## src/rtl/ysyx_24090012_xbar.sv

```systemverilog
// Two-target AXI4 crossbar: routes each transaction from the arbiter to the CLINT or the SoC bus.
// Define XBAR_CLINT_EN to enable the CLINT target; otherwise every address goes to the SoC.
module ysyx_24090012_xbar #(
    parameter logic [31:0] CLINT_BASE = 32'h0200_0000,
    parameter logic [31:0] CLINT_MASK = 32'hFFFF_0000
) (
    input  logic        clk,
    input  logic        rst,
    // upstream (arbiter) port
    input  logic        in_awvalid,
    output logic        in_awready,
    input  logic [31:0] in_awaddr,
    input  logic [3:0]  in_awid,
    input  logic [7:0]  in_awlen,
    input  logic [2:0]  in_awsize,
    input  logic [1:0]  in_awburst,
    input  logic        in_wvalid,
    output logic        in_wready,
    input  logic [31:0] in_wdata,
    input  logic [3:0]  in_wstrb,
    input  logic        in_wlast,
    input  logic        in_bready,
    output logic        in_bvalid,
    output logic [1:0]  in_bresp,
    output logic [3:0]  in_bid,
    input  logic        in_arvalid,
    output logic        in_arready,
    input  logic [31:0] in_araddr,
    input  logic [3:0]  in_arid,
    input  logic [7:0]  in_arlen,
    input  logic [2:0]  in_arsize,
    input  logic [1:0]  in_arburst,
    input  logic        in_rready,
    output logic        in_rvalid,
    output logic [1:0]  in_rresp,
    output logic [31:0] in_rdata,
    output logic        in_rlast,
    output logic [3:0]  in_rid,
    // SoC master port
    output logic        soc_awvalid,
    input  logic        soc_awready,
    output logic [31:0] soc_awaddr,
    output logic [3:0]  soc_awid,
    output logic [7:0]  soc_awlen,
    output logic [2:0]  soc_awsize,
    output logic [1:0]  soc_awburst,
    output logic        soc_wvalid,
    input  logic        soc_wready,
    output logic [31:0] soc_wdata,
    output logic [3:0]  soc_wstrb,
    output logic        soc_wlast,
    output logic        soc_bready,
    input  logic        soc_bvalid,
    input  logic [1:0]  soc_bresp,
    input  logic [3:0]  soc_bid,
    output logic        soc_arvalid,
    input  logic        soc_arready,
    output logic [31:0] soc_araddr,
    output logic [3:0]  soc_arid,
    output logic [7:0]  soc_arlen,
    output logic [2:0]  soc_arsize,
    output logic [1:0]  soc_arburst,
    output logic        soc_rready,
    input  logic        soc_rvalid,
    input  logic [1:0]  soc_rresp,
    input  logic [31:0] soc_rdata,
    input  logic        soc_rlast,
    input  logic [3:0]  soc_rid,
    // CLINT master port
    output logic        clint_awvalid,
    input  logic        clint_awready,
    output logic [31:0] clint_awaddr,
    output logic [3:0]  clint_awid,
    output logic [7:0]  clint_awlen,
    output logic [2:0]  clint_awsize,
    output logic [1:0]  clint_awburst,
    output logic        clint_wvalid,
    input  logic        clint_wready,
    output logic [31:0] clint_wdata,
    output logic [3:0]  clint_wstrb,
    output logic        clint_wlast,
    output logic        clint_bready,
    input  logic        clint_bvalid,
    input  logic [1:0]  clint_bresp,
    input  logic [3:0]  clint_bid,
    output logic        clint_arvalid,
    input  logic        clint_arready,
    output logic [31:0] clint_araddr,
    output logic [3:0]  clint_arid,
    output logic [7:0]  clint_arlen,
    output logic [2:0]  clint_arsize,
    output logic [1:0]  clint_arburst,
    output logic        clint_rready,
    input  logic        clint_rvalid,
    input  logic [1:0]  clint_rresp,
    input  logic [31:0] clint_rdata,
    input  logic        clint_rlast,
    input  logic [3:0]  clint_rid
);

`ifdef XBAR_CLINT_EN
    localparam logic CLINT_EN = 1'b1;
`else
    localparam logic CLINT_EN = 1'b0;
`endif

    localparam logic [2:0] IDLE     = 3'd0;
    localparam logic [2:0] WR_SOC   = 3'd1;
    localparam logic [2:0] WR_CLINT = 3'd2;
    localparam logic [2:0] RD_SOC   = 3'd3;
    localparam logic [2:0] RD_CLINT = 3'd4;

    logic [2:0] state;
    logic [2:0] state_nxt;
    logic       aw_hit, ar_hit;
    logic       wr_soc, wr_clint, rd_soc, rd_clint;

    assign aw_hit = CLINT_EN && ((in_awaddr & CLINT_MASK) == CLINT_BASE);
    assign ar_hit = CLINT_EN && ((in_araddr & CLINT_MASK) == CLINT_BASE);

    always_comb begin
        // NOTE: defaulting to the current state gives every path an assignment, so no latch is inferred.
        state_nxt = state;
        case (state)
            IDLE: begin
                if (in_awvalid)      state_nxt = aw_hit ? WR_CLINT : WR_SOC;
                else if (in_arvalid) state_nxt = ar_hit ? RD_CLINT : RD_SOC;
            end
            WR_SOC:   if (soc_bvalid && in_bready)                state_nxt = IDLE;
            WR_CLINT: if (clint_bvalid && in_bready)              state_nxt = IDLE;
            RD_SOC:   if (soc_rvalid && in_rready && soc_rlast)   state_nxt = IDLE;
            RD_CLINT: if (clint_rvalid && in_rready && clint_rlast) state_nxt = IDLE;
            default:  state_nxt = IDLE;
        endcase
    end

    // NOTE: registered state uses non-blocking assignment so every reader sees the pre-edge value.
    always_ff @(posedge clk) begin
        if (rst) state <= IDLE;
        else     state <= state_nxt;
    end

    // CLINT routes are forced off when the target is compiled out, tying clint_* outputs low.
    assign wr_soc   = (state == WR_SOC);
    assign rd_soc   = (state == RD_SOC);
    assign wr_clint = CLINT_EN && (state == WR_CLINT);
    assign rd_clint = CLINT_EN && (state == RD_CLINT);

    assign soc_awvalid   = wr_soc & in_awvalid;
    assign soc_awaddr    = wr_soc ? in_awaddr  : '0;
    assign soc_awid      = wr_soc ? in_awid    : '0;
    assign soc_awlen     = wr_soc ? in_awlen   : '0;
    assign soc_awsize    = wr_soc ? in_awsize  : '0;
    assign soc_awburst   = wr_soc ? in_awburst : '0;
    assign soc_wvalid    = wr_soc & in_wvalid;
    assign soc_wdata     = wr_soc ? in_wdata   : '0;
    assign soc_wstrb     = wr_soc ? in_wstrb   : '0;
    assign soc_wlast     = wr_soc & in_wlast;
    assign soc_bready    = wr_soc & in_bready;
    assign soc_arvalid   = rd_soc & in_arvalid;
    assign soc_araddr    = rd_soc ? in_araddr  : '0;
    assign soc_arid      = rd_soc ? in_arid    : '0;
    assign soc_arlen     = rd_soc ? in_arlen   : '0;
    assign soc_arsize    = rd_soc ? in_arsize  : '0;
    assign soc_arburst   = rd_soc ? in_arburst : '0;
    assign soc_rready    = rd_soc & in_rready;

    assign clint_awvalid = wr_clint & in_awvalid;
    assign clint_awaddr  = wr_clint ? in_awaddr  : '0;
    assign clint_awid    = wr_clint ? in_awid    : '0;
    assign clint_awlen   = wr_clint ? in_awlen   : '0;
    assign clint_awsize  = wr_clint ? in_awsize  : '0;
    assign clint_awburst = wr_clint ? in_awburst : '0;
    assign clint_wvalid  = wr_clint & in_wvalid;
    assign clint_wdata   = wr_clint ? in_wdata   : '0;
    assign clint_wstrb   = wr_clint ? in_wstrb   : '0;
    assign clint_wlast   = wr_clint & in_wlast;
    assign clint_bready  = wr_clint & in_bready;
    assign clint_arvalid = rd_clint & in_arvalid;
    assign clint_araddr  = rd_clint ? in_araddr  : '0;
    assign clint_arid    = rd_clint ? in_arid    : '0;
    assign clint_arlen   = rd_clint ? in_arlen   : '0;
    assign clint_arsize  = rd_clint ? in_arsize  : '0;
    assign clint_arburst = rd_clint ? in_arburst : '0;
    assign clint_rready  = rd_clint & in_rready;

    assign in_awready = (wr_soc & soc_awready) | (wr_clint & clint_awready);
    assign in_wready  = (wr_soc & soc_wready)  | (wr_clint & clint_wready);
    assign in_bvalid  = (wr_soc & soc_bvalid)  | (wr_clint & clint_bvalid);
    assign in_bresp   = wr_soc ? soc_bresp : (wr_clint ? clint_bresp : '0);
    assign in_bid     = wr_soc ? soc_bid   : (wr_clint ? clint_bid   : '0);
    assign in_arready = (rd_soc & soc_arready) | (rd_clint & clint_arready);
    assign in_rvalid  = (rd_soc & soc_rvalid)  | (rd_clint & clint_rvalid);
    assign in_rresp   = rd_soc ? soc_rresp : (rd_clint ? clint_rresp : '0);
    assign in_rdata   = rd_soc ? soc_rdata : (rd_clint ? clint_rdata : '0);
    assign in_rlast   = (rd_soc & soc_rlast)   | (rd_clint & clint_rlast);
    assign in_rid     = rd_soc ? soc_rid   : (rd_clint ? clint_rid   : '0);

endmodule

```

## config.mk

```make
export PLATFORM = sky130hd
export DESIGN_NAME = ysyx_24090012_xbar
export DESIGN_NICKNAME = d
export VERILOG_FILES = /design/src/rtl/ysyx_24090012_xbar.sv
export SDC_FILE = /design/constraint.sdc
export NUM_CORES = 1
export LEC_CHECK = 0
export CORE_AREA = 10 10 212 214
export DETAILED_ROUTE_END_ITERATION = 12
export DIE_AREA = 0 0 222 224
export PLACE_DENSITY_LB_ADDON = 0.08
export SETUP_SLACK_MARGIN = 0.1
export SYNTH_ARGS = -nofsm -noshare
export SYNTH_HDL_FRONTEND = slang
export SYNTH_SLANG_ARGS = --single-unit
```

## constraint.sdc

```tcl
create_clock -name clk -period 1.3 [get_ports clk]
set_input_delay 0.26 -clock clk [delete_from_list [all_inputs] [get_ports clk]]
set_output_delay 0.26 -clock clk [all_outputs]
set_load 0.005 [all_outputs]
```

Yosys cells after proc, flatten, opt, wreduce, memory -nomap -nowiden:

Cells that the tools add are included.

* equal/unequal tests: 9
* multiplexer cells: 24
* bitwise logic cells: 12
* reduce and logical (&&, ||, !) cells: 8

Operator list (number)
* 32-bit 2-to-1 mux: 4
* 3-bit 2-to-1 mux: 8
* 4-bit 2-to-1 mux: 5
* 8-bit 2-to-1 mux: 2
* 3-bit one-hot mux with 5 select lines: 1
* 1-bit bitwise AND: 12
* 2-bit 2-to-1 mux: 4
* 3-bit by 2-bit equality test with 1-bit output, second input constant: 2
* 1-bit logical AND: 6
* 5-bit AND reduction: 1
* 2-bit by 1-bit inequality test with 1-bit output, second input constant: 2
* 2-bit inequality test, second input constant: 2
* 3-bit by 1-bit equality test with 1-bit output, second input constant: 1
* 3-bit equality test, second input constant: 1
* 3-bit logical NOT: 1
* 3-bit inequality test, second input constant: 1

* register bits: 3
* input port bits: 242
* output and inout bits: 330

Longest topological paths before layout:

Gate-level depths: netlist of run 1.

* depth after elaboration: 4
* gate-level depth with buffers: 5
* mapped depth without buffers: 3

Worst setup path after synthesis of run 1:

No wires, ideal clock.

* path kind: register to output
* start: reg state[0]
* end: out in_bid[0]
* arrival: 1.062 ns
* data required time: 1.040 ns
* setup slack: -0.022 ns
* stages on the path, launching flop included: 6
* cell sequence: dfxtp_1 > nor2b_1 > buf_6 > buf_6 > clkbuf_2 > and2_1

* cells in the longest elaborated chain, start to end: 2

Ends and longest elaborated chain
* from (decl): RTL line 113 `logic [2:0] state;`
* from (signal assigned): RTL line 140 `else state <= state_nxt;`
* 3-bit by 1-bit equality test with 1-bit output: RTL line 144 `assign wr_soc = (state == WR_SOC);`
* 4-bit 2-to-1 mux: RTL line 191 `assign in_bid = wr_soc ? soc_bid : (wr_clint ? clint_bid : '0);`
* to (decl): RTL line 25 `output logic [3:0] in_bid,`

No other way between the ends.

Final worst setup path of run 1:

* start: reg state[0]
* end: out soc_awid[0]

* cells in the longest elaborated chain, start to end: 2

Ends and longest elaborated chain
* 3-bit by 1-bit equality test with 1-bit output: RTL line 144
* 4-bit 2-to-1 mux: RTL line 151 `assign soc_awid = wr_soc ? in_awid : '0;`
* to (decl): RTL line 43 `output logic [3:0] soc_awid,`

No other way between the ends.

==> implementation parameters, run 1 <==
Parameter                              Value

Setup path
  Required time of the critical path ... 1.04 ns
  Slowest Stage Delay on Critical Path ... roughly 0.32 ns
  Most common cell type on the critical path ... buf_12
  Biggest fanout along the worst timing path ... 8
  Top cell family by delay on the critical path ... buffers and inverters
  Cell at the slowest stage of the critical path ... dfxtp_2
  Instance count on the critical path ... 7
  Number of cell instances on the worst register-to-register path ... 8
  Startpoint type of the worst setup path ... flop
  Setup CP Type ... reg2out
  Cell-by-cell trace of the critical path ... nor2b_4 > buf_12 > buf_12 > buf_12 > buf_6 > and2_4 > buf_6
  Crit path buffers/inverters ... 5
  CP arrival ... 1.43 ns
  Sort of element at the end of the critical path ... output pin

Final layout
  Final core occ ... 21.3%
  Register Area ... 45.0 sq um
  Layout overhead on the synthesized area ... 246%
  Footprint of the multi-input gates ... approximately 2400 sq um
  Max FFs per register ... 2
  Register with the most flip-flops ... state
  Number of fill cells ... between 4000 and 5000
  Registers with the most flip-flops ... state (2)
  Proportion of layout cells with a drive suffix above 1 ... 55.0%
  ANT cells ... 0
  Post-layout net count ... 1068

Global routing
  Antenna violations before repair ... 4
  First-pass GRT wire length ... 33500 um
  Total routing resource utilization after global routing ... 9.05%
  Overall overflow remaining after global route ... 0
  Number of global-route vias before repair ... 4367
  Maximum number of pins on one net before global-route repair ... 20

Logic synthesis
  Register area share after synthesis ... 1.60%
  Number of flops mapped to enable cells by yosys ... 0
  Biggest area consumer among synthesized cells ... buf_4
  Most repeated cell in the gate-level netlist after synthesis ... buf_4
  Area of the mapped netlist ... 2500 sq um
  Area fraction of the dominant cell type after synthesis ... 42.0%
  Top cells by area in the synthesized netlist ... buf_4 (42%), and2_1 (25%), and3_1 (23%)
  Share of synthesized flip-flops with an asynchronous set or reset ... 0%
  Per-instance average area after synthesis ... 6.67 sq um
  Most instantiated flip-flop cell in the synthesis netlist ... dfxtp_1
  Post-synthesis cell count ... 375
  Register bit count reported by yosys ... 2
  Yosys warnings ... 0
  Most frequent cells after synthesis ... buf_4 (140), and2_1 (98), and3_1 (92), clkbuf_1 (26)
  Cell variety after synth ... 19

STA
  Final Hold Vio Count ... 0
  Minimum clock period after layout ... 1.69 ns
  Worst setup slack after layout ... -0.390 ns
  Fraction of the cycle the final worst path needs ... 130%
  RSZ-0062 raised after global routing ... yes
  Final setup skew ... 0.00233 ns
  Final-layout worst hold slack ... ~0.74 ns
  Maximum frequency from static timing analysis ... 0.592 GHz
  Number of setup violations in the final report ... 192
  Max-slew violation total from the final report ... 0

Floorplanning
  Die width ... 222 um
  Effective utilization at floorplan ... between 6 and 7%
  Floorplan die area ... 49700 sq um
  Io pins ... around 570
  Height of the die ... 224 um
  Placeable core area ... 40600 sq um
  Total number of placement rows ... 74

Drt
  Via count normalized by instance count ... between 2 and 3
  Post-route DRC violation count ... 0
  Post-DR wirelength/cell ... about 19 um
  Final wirelength ... about 25000 um
  1st-iter DRT viols ... 40
  Total number of vias ... 3986
  Post-detailed-route count of antenna-violating nets ... 0
  First-pass iteration count of the detailed router ... 4

Place
  Number of port buffers ... 382
  DP HPWL ... 20100 um
  GPL Wtd Cong ... 0.705

Run
  Number of maximum-capacitance violations ... 0

Outcome
  Failing checks ... setup timing
  Result of the run ... finished, violations left

Clock network
  Root Buffer ... clkbuf_16
  Number of clock sinks ... 2
  Number of levels the H-tree was split into ... 1
  Clock-pin slew on the worst setup and hold paths ... 0.03 ns
  TritonCTS clock tree ... done
  Clock Latency Late Sink ... 0.22 ns
  Number of buffers added by the clock tree synthesis step ... 3
  Number of buffers between clock root and the deepest sink ... 2

Power and ir drop
  Standby leakage power ... 0.00395 uW
  Worst VDD drop ... 252 uV
  Total power per unit cell area ... 434 nW/um^2

Min path
  Hold-critical path depth ... 3
  Type of the tightest min-delay check ... reg2reg
-- per-stage QoR --
stage | power (uW) | setup WS (ns) | cell area (sq um) | setup TNS, ns | cells
floorplan | 948 | 0.0641 | 3070 | 0 | 514
global placement | 2240 | -0.520 | 6720 | -84.02 | 1288
detailed placement | 2190 | -0.517 | 6720 | -82.19 | 1288
CTS | 3530 | -0.454 | 7960 | -60.23 | 1348
global route | 4020 | -0.453 | 8650 | -65.26 | 1356
finish | 3760 | -0.390 | 8650 | -55.24 | 1356
-- final timing paths --
check                           startpoint           to  slack (ns)
worst min-delay path              state[1]     state[1]        0.74
worst max register to register    state[1]     state[0]       -0.18
worst min register to register    state[1]     state[1]        0.74
worst max-delay path              state[0]  soc_awid[0]       -0.39
-- worst min-delay path, cell delays in order (launching register included) --
cell and delay (ns):
dfxtp_4 0.37, buf_4 0.11, buf_4 0.12, a311oi_1 0.08
-- where the power goes --
group | internal, uW | switching, uW
Combinational | 2120 | 1100
Clock | 391 | 72.9
Sequential | 68.2 | 8.00
-- timing repair --
action                     4_1_cts  5_1_grt
cloned                          21        7
setup endpoints to repair      192      192
pin swaps                       37       57
hold buffers                     0        0
gates resized for setup        988      168
setup buffers                   37        6
-- cell families (layout without fill, tap and decap cells) --
kind of cell	count (synthesis)	count (layout)	share of synthesized area (%)
compound gates	7	7	2.20
flops	2	2	1.60
buf+inv	171	481	47.4
simple gates	194	194	48.6
other cells	1	140	0.150
-- cells in the final DEF, fill, tap and decap left out, types with 2 or more instances in the layout --
cell / instances
buf_16: 18
and3_4: 89
buf_4: 16
and3_1: 3
buf_8: 18
and2_4: 67
a21oi_2: 2
clkdlybuf4s50_1: 192
clkbuf_16: 8
buf_2: 36
buf_12: 18
conb_1: 140
and2_1: 31
buf_6: 174
-- metal layers --
layer  track usage (%)  vias up  wire (um)
li1                  -     1840          -
met1              8.35     1811       8200
met2              17.1      318      13500
met3              5.22       11       3360
met4              1.45        6        144
met5                 0        -         28
-- area by class of cell --
class,count,share of cell area (%)
Timing Repair Buffer,478,62.8
Clock buffer,3,0.867
Tap cell,532,7.69
Multi-Input combinational cell,341,28.1
Sequential cell,2,0.520
Note: power is estimated with default switching activity, not from simulation.
==> run 2, diff against run 1 <==
--- a/config.mk
+++ b/config.mk
@@ -9,7 +9,7 @@
 export DETAILED_ROUTE_END_ITERATION = 12
 export DIE_AREA = 0 0 222 224
 export PLACE_DENSITY_LB_ADDON = 0.08
-export SETUP_SLACK_MARGIN = 0.1
+export SLEW_MARGIN = 20
 export SYNTH_ARGS = -nofsm -noshare
 export SYNTH_HDL_FRONTEND = slang
 export SYNTH_SLANG_ARGS = --single-unit
==> implementation parameters, run 2 (synthesis results as in run 1) <==
Parameter                              Value

Clock network
  Hold-fix buffers at CTS ... 0 (unchanged)
  Clock Latency Late Sink ... 0.22 ns (about the same)
  Number of clock sinks ... 2 (unchanged)
  Clock-pin slew on the worst setup and hold paths ... 0.03 ns (about the same)
  Number of levels the H-tree was split into ... 1 (unchanged)
  Number of buffers between clock root and the deepest sink ... 2 (unchanged)
  Number of buffers added by the clock tree synthesis step ... 3 (unchanged)
  Root Buffer ... clkbuf_16 (unchanged)
  TritonCTS clock tree ... done (unchanged)

Final layout
  Footprint of the multi-input gates ... 2350 sq um (was 2430 sq um)
  Leading cell types in the layout, fill and taps excluded ... clkdlybuf4s50_1 (192), buf_6 (156), conb_1 (140) (was clkdlybuf4s50_1 (192), buf_6 (174), conb_1 (140))
  Registers with the most flip-flops ... state (2) (unchanged)
  Post-layout net count ... 1055 (was 1068)
  ANT cells ... 0 (unchanged)
  Final core occ ... 20.0% (was 21.3%)
  Number of fill cells ... 4619 (was 4504)
  Layout overhead on the synthesized area ... 225% (was 246%)
  Proportion of layout cells with a drive suffix above 1 ... 51.2% (was 55.0%)
  Register with the most flip-flops ... state (unchanged)
  Most common cell after layout, fill and taps aside ... clkdlybuf4s50_1 (unchanged)
  Register Area ... 47.5 sq um (was 45.0 sq um)
  Max FFs per register ... 2 (unchanged)

Power and ir drop
  Proportion of total power due to net switching ... 32.4% (was 31.4%)
  Part of the power in registers ... 2.3% (was 2.0%)
  Worst VDD drop ... 209 uV (was 252 uV)
  Switching power of the nets ... 1100 uW (was 1180 uW)
  Internal portion of total power ... 2290 uW (was 2580 uW)
  Clk network pwr share ... 13.5% (was 12.4%)
  Standby leakage power ... 0.00380 uW (was 0.00395 uW)
  Logic gate share of total power ... 84.2% (was 85.6%)
  Total power per unit cell area ... 417 nW/um^2 (was 434 nW/um^2)

Setup path
  Startpoint type of the worst setup path ... flop (unchanged)
  Slowest Stage Delay on Critical Path ... 0.34 ns (was 0.32 ns)
  Required time of the critical path ... 1.04 ns (about the same)
  Biggest fanout along the worst timing path ... 7 (was 8)
  Crit path buffers/inverters ... 4 (was 5)
  Reg-to-reg critical path endpoint ... state[1] (was state[0])
  Sort of element at the end of the critical path ... output pin (unchanged)
  Cell at the slowest stage of the critical path ... dfxtp_4 (was dfxtp_2)
  Number of cell instances on the worst register-to-register path ... 7 (was 8)
  Cell-by-cell trace of the critical path ... nor2b_4 > buf_12 > buf_8 > clkbuf_16 > and2_1 > buf_2 (was nor2b_4 > buf_12 > buf_12 > buf_12 > buf_6 > and2_4 > buf_6)
  Top cell family by delay on the critical path ... buffers and inverters (unchanged)
  Instance count on the critical path ... 6 (was 7)
  RR Startpoint ... state[0] (was state[1])
  Setup CP Type ... reg2out (unchanged)
  Setup slack of the worst register-to-register path ... -0.07 ns (was -0.18 ns)
  CP arrival ... 1.40 ns (was 1.43 ns)

STA
  Fraction of the cycle the final worst path needs ... 127% (was 130%)
  Final-layout worst hold slack ... 0.706 ns (was 0.736 ns)
  Max-slew violation total from the final report ... 0 (unchanged)
  Worst setup slack after layout ... -0.356 ns (was -0.390 ns)
  RSZ-0062 raised after global routing ... yes (unchanged)
  Final setup skew ... 0.000379 ns (was 0.00233 ns)
  Minimum clock period after layout ... 1.66 ns (was 1.69 ns)
  Maximum frequency from static timing analysis ... 0.604 GHz (was 0.592 GHz)
  Final Hold Vio Count ... 0 (unchanged)
  Number of setup violations in the final report ... 192 (unchanged)

Drt
  Post-detailed-route count of antenna-violating nets ... 0 (unchanged)
  Total number of vias ... 3828 (was 3986)
  Via count normalized by instance count ... 2.85 (was 2.94)
  First-pass iteration count of the detailed router ... 3 (was 4)
  Post-route DRC violation count ... 0 (unchanged)
  1st-iter DRT viols ... 23 (was 40)
  Post-DR wirelength/cell ... 18.2 um (was 18.6 um)
  Final wirelength ... 24400 um (was 25200 um)

Place
  Setup Slack @ Placement ... -0.547 ns (was -0.517 ns)
  Number of port buffers ... 382 (unchanged)
  DP HPWL ... 19400 um (was 20100 um)
  GPL Wtd Cong ... 0.687 (was 0.705)

Outcome
  Failing checks ... setup timing (unchanged)
  Result of the run ... finished, violations left (unchanged)

Floorplanning
  Die width ... 222 um (unchanged)
  Floorplan die area ... 49700 sq um (unchanged)
  Total number of placement rows ... 74 (unchanged)
  Effective utilization at floorplan ... 6.16% (unchanged)
  Io pins ... 572 (unchanged)
  Height of the die ... 224 um (unchanged)
  Placeable core area ... 40600 sq um (unchanged)

Min path
  Beginning of the worst hold path ... state[1] (unchanged)
  Type of the tightest min-delay check ... reg2reg (unchanged)
  Hold path endpoint ... state[1] (unchanged)
  Hold-critical path depth ... 2 (was 3)

Global routing
  Overall overflow remaining after global route ... 0 (unchanged)
  Number of global-route vias before repair ... 4278 (was 4367)
  Total routing resource utilization after global routing ... 8.98% (was 9.05%)
  First-pass GRT wire length ... 33200 um (was 33500 um)
  Maximum number of pins on one net before global-route repair ... 21 (was 20)
  Antenna violations before repair ... 2 (was 4)

Run
  Number of maximum-capacitance violations ... 0 (unchanged)
[run 2: routing by layer]
layer	vias up	track usage, %	share of wire [%]
met1	1736	8.80	34
met5	-	0	0.11
met3	6	4.62	12
li1	1807	-	-
met4	4	0.395	0.13
met2	275	17.2	54
[run 2: power by group through the flow]
stage,clock network [uW],registers (uW),logic (uW)
after floorplan,0,76.3,840
after global placement,0,77.1,2110
after detailed placement,0,77.3,2080
after CTS,467,77.8,2840
after global routing,470,78.2,3100
final,456,77.7,2850
[run 2: timing repair]
item,in CTS,in global routing
setup buffers,46,6
gates cloned,17,1
pin swaps,31,16
endpoints found under the setup margin,191,192
resized for setup,987,140
endpoints found under the hold margin,0,0
[run 2: worst max path at each step]
stage               startpoint        endpoint  slack [ns]
floorplan             state[0]       in_bid[0]        0.03
global placement      state[0]  soc_awaddr[17]       -0.58
detailed placement    state[0]  soc_awaddr[17]       -0.55
CTS                   state[0]      soc_bready       -0.45
global route          state[1]     soc_awid[1]       -0.40
finish                state[0]   soc_wdata[18]       -0.36
[run 2: final cells by class]
class	instances	share of cell area [%]
tap	532	8.20
multi-input combinational	341	28.9
sequential	2	0.586
timing repair buffer	465	61.4
clock buffer	3	0.925
[run 2: per-stage QoR]
stage,TNS [ns],cells,cell area [sq um],power (uW)
after global placement,-82.56,1288,6690,2190
after detailed placement,-79.24,1288,6690,2150
after CTS,-63.56,1350,7760,3380
after floorplan,0,514,3030,916
final,-49.05,1343,8120,3380
after global routing,-57.62,1343,8120,3650
[run 2: worst reg2reg max path, delay by kind of cell (launching register included)]
family	cells	cell delay, ns
buffers and inverters	4	0.53
and+or+nand+nor	1	0.17
DFF	1	0.34
AOI/OAI and AO/OA	2	0.24
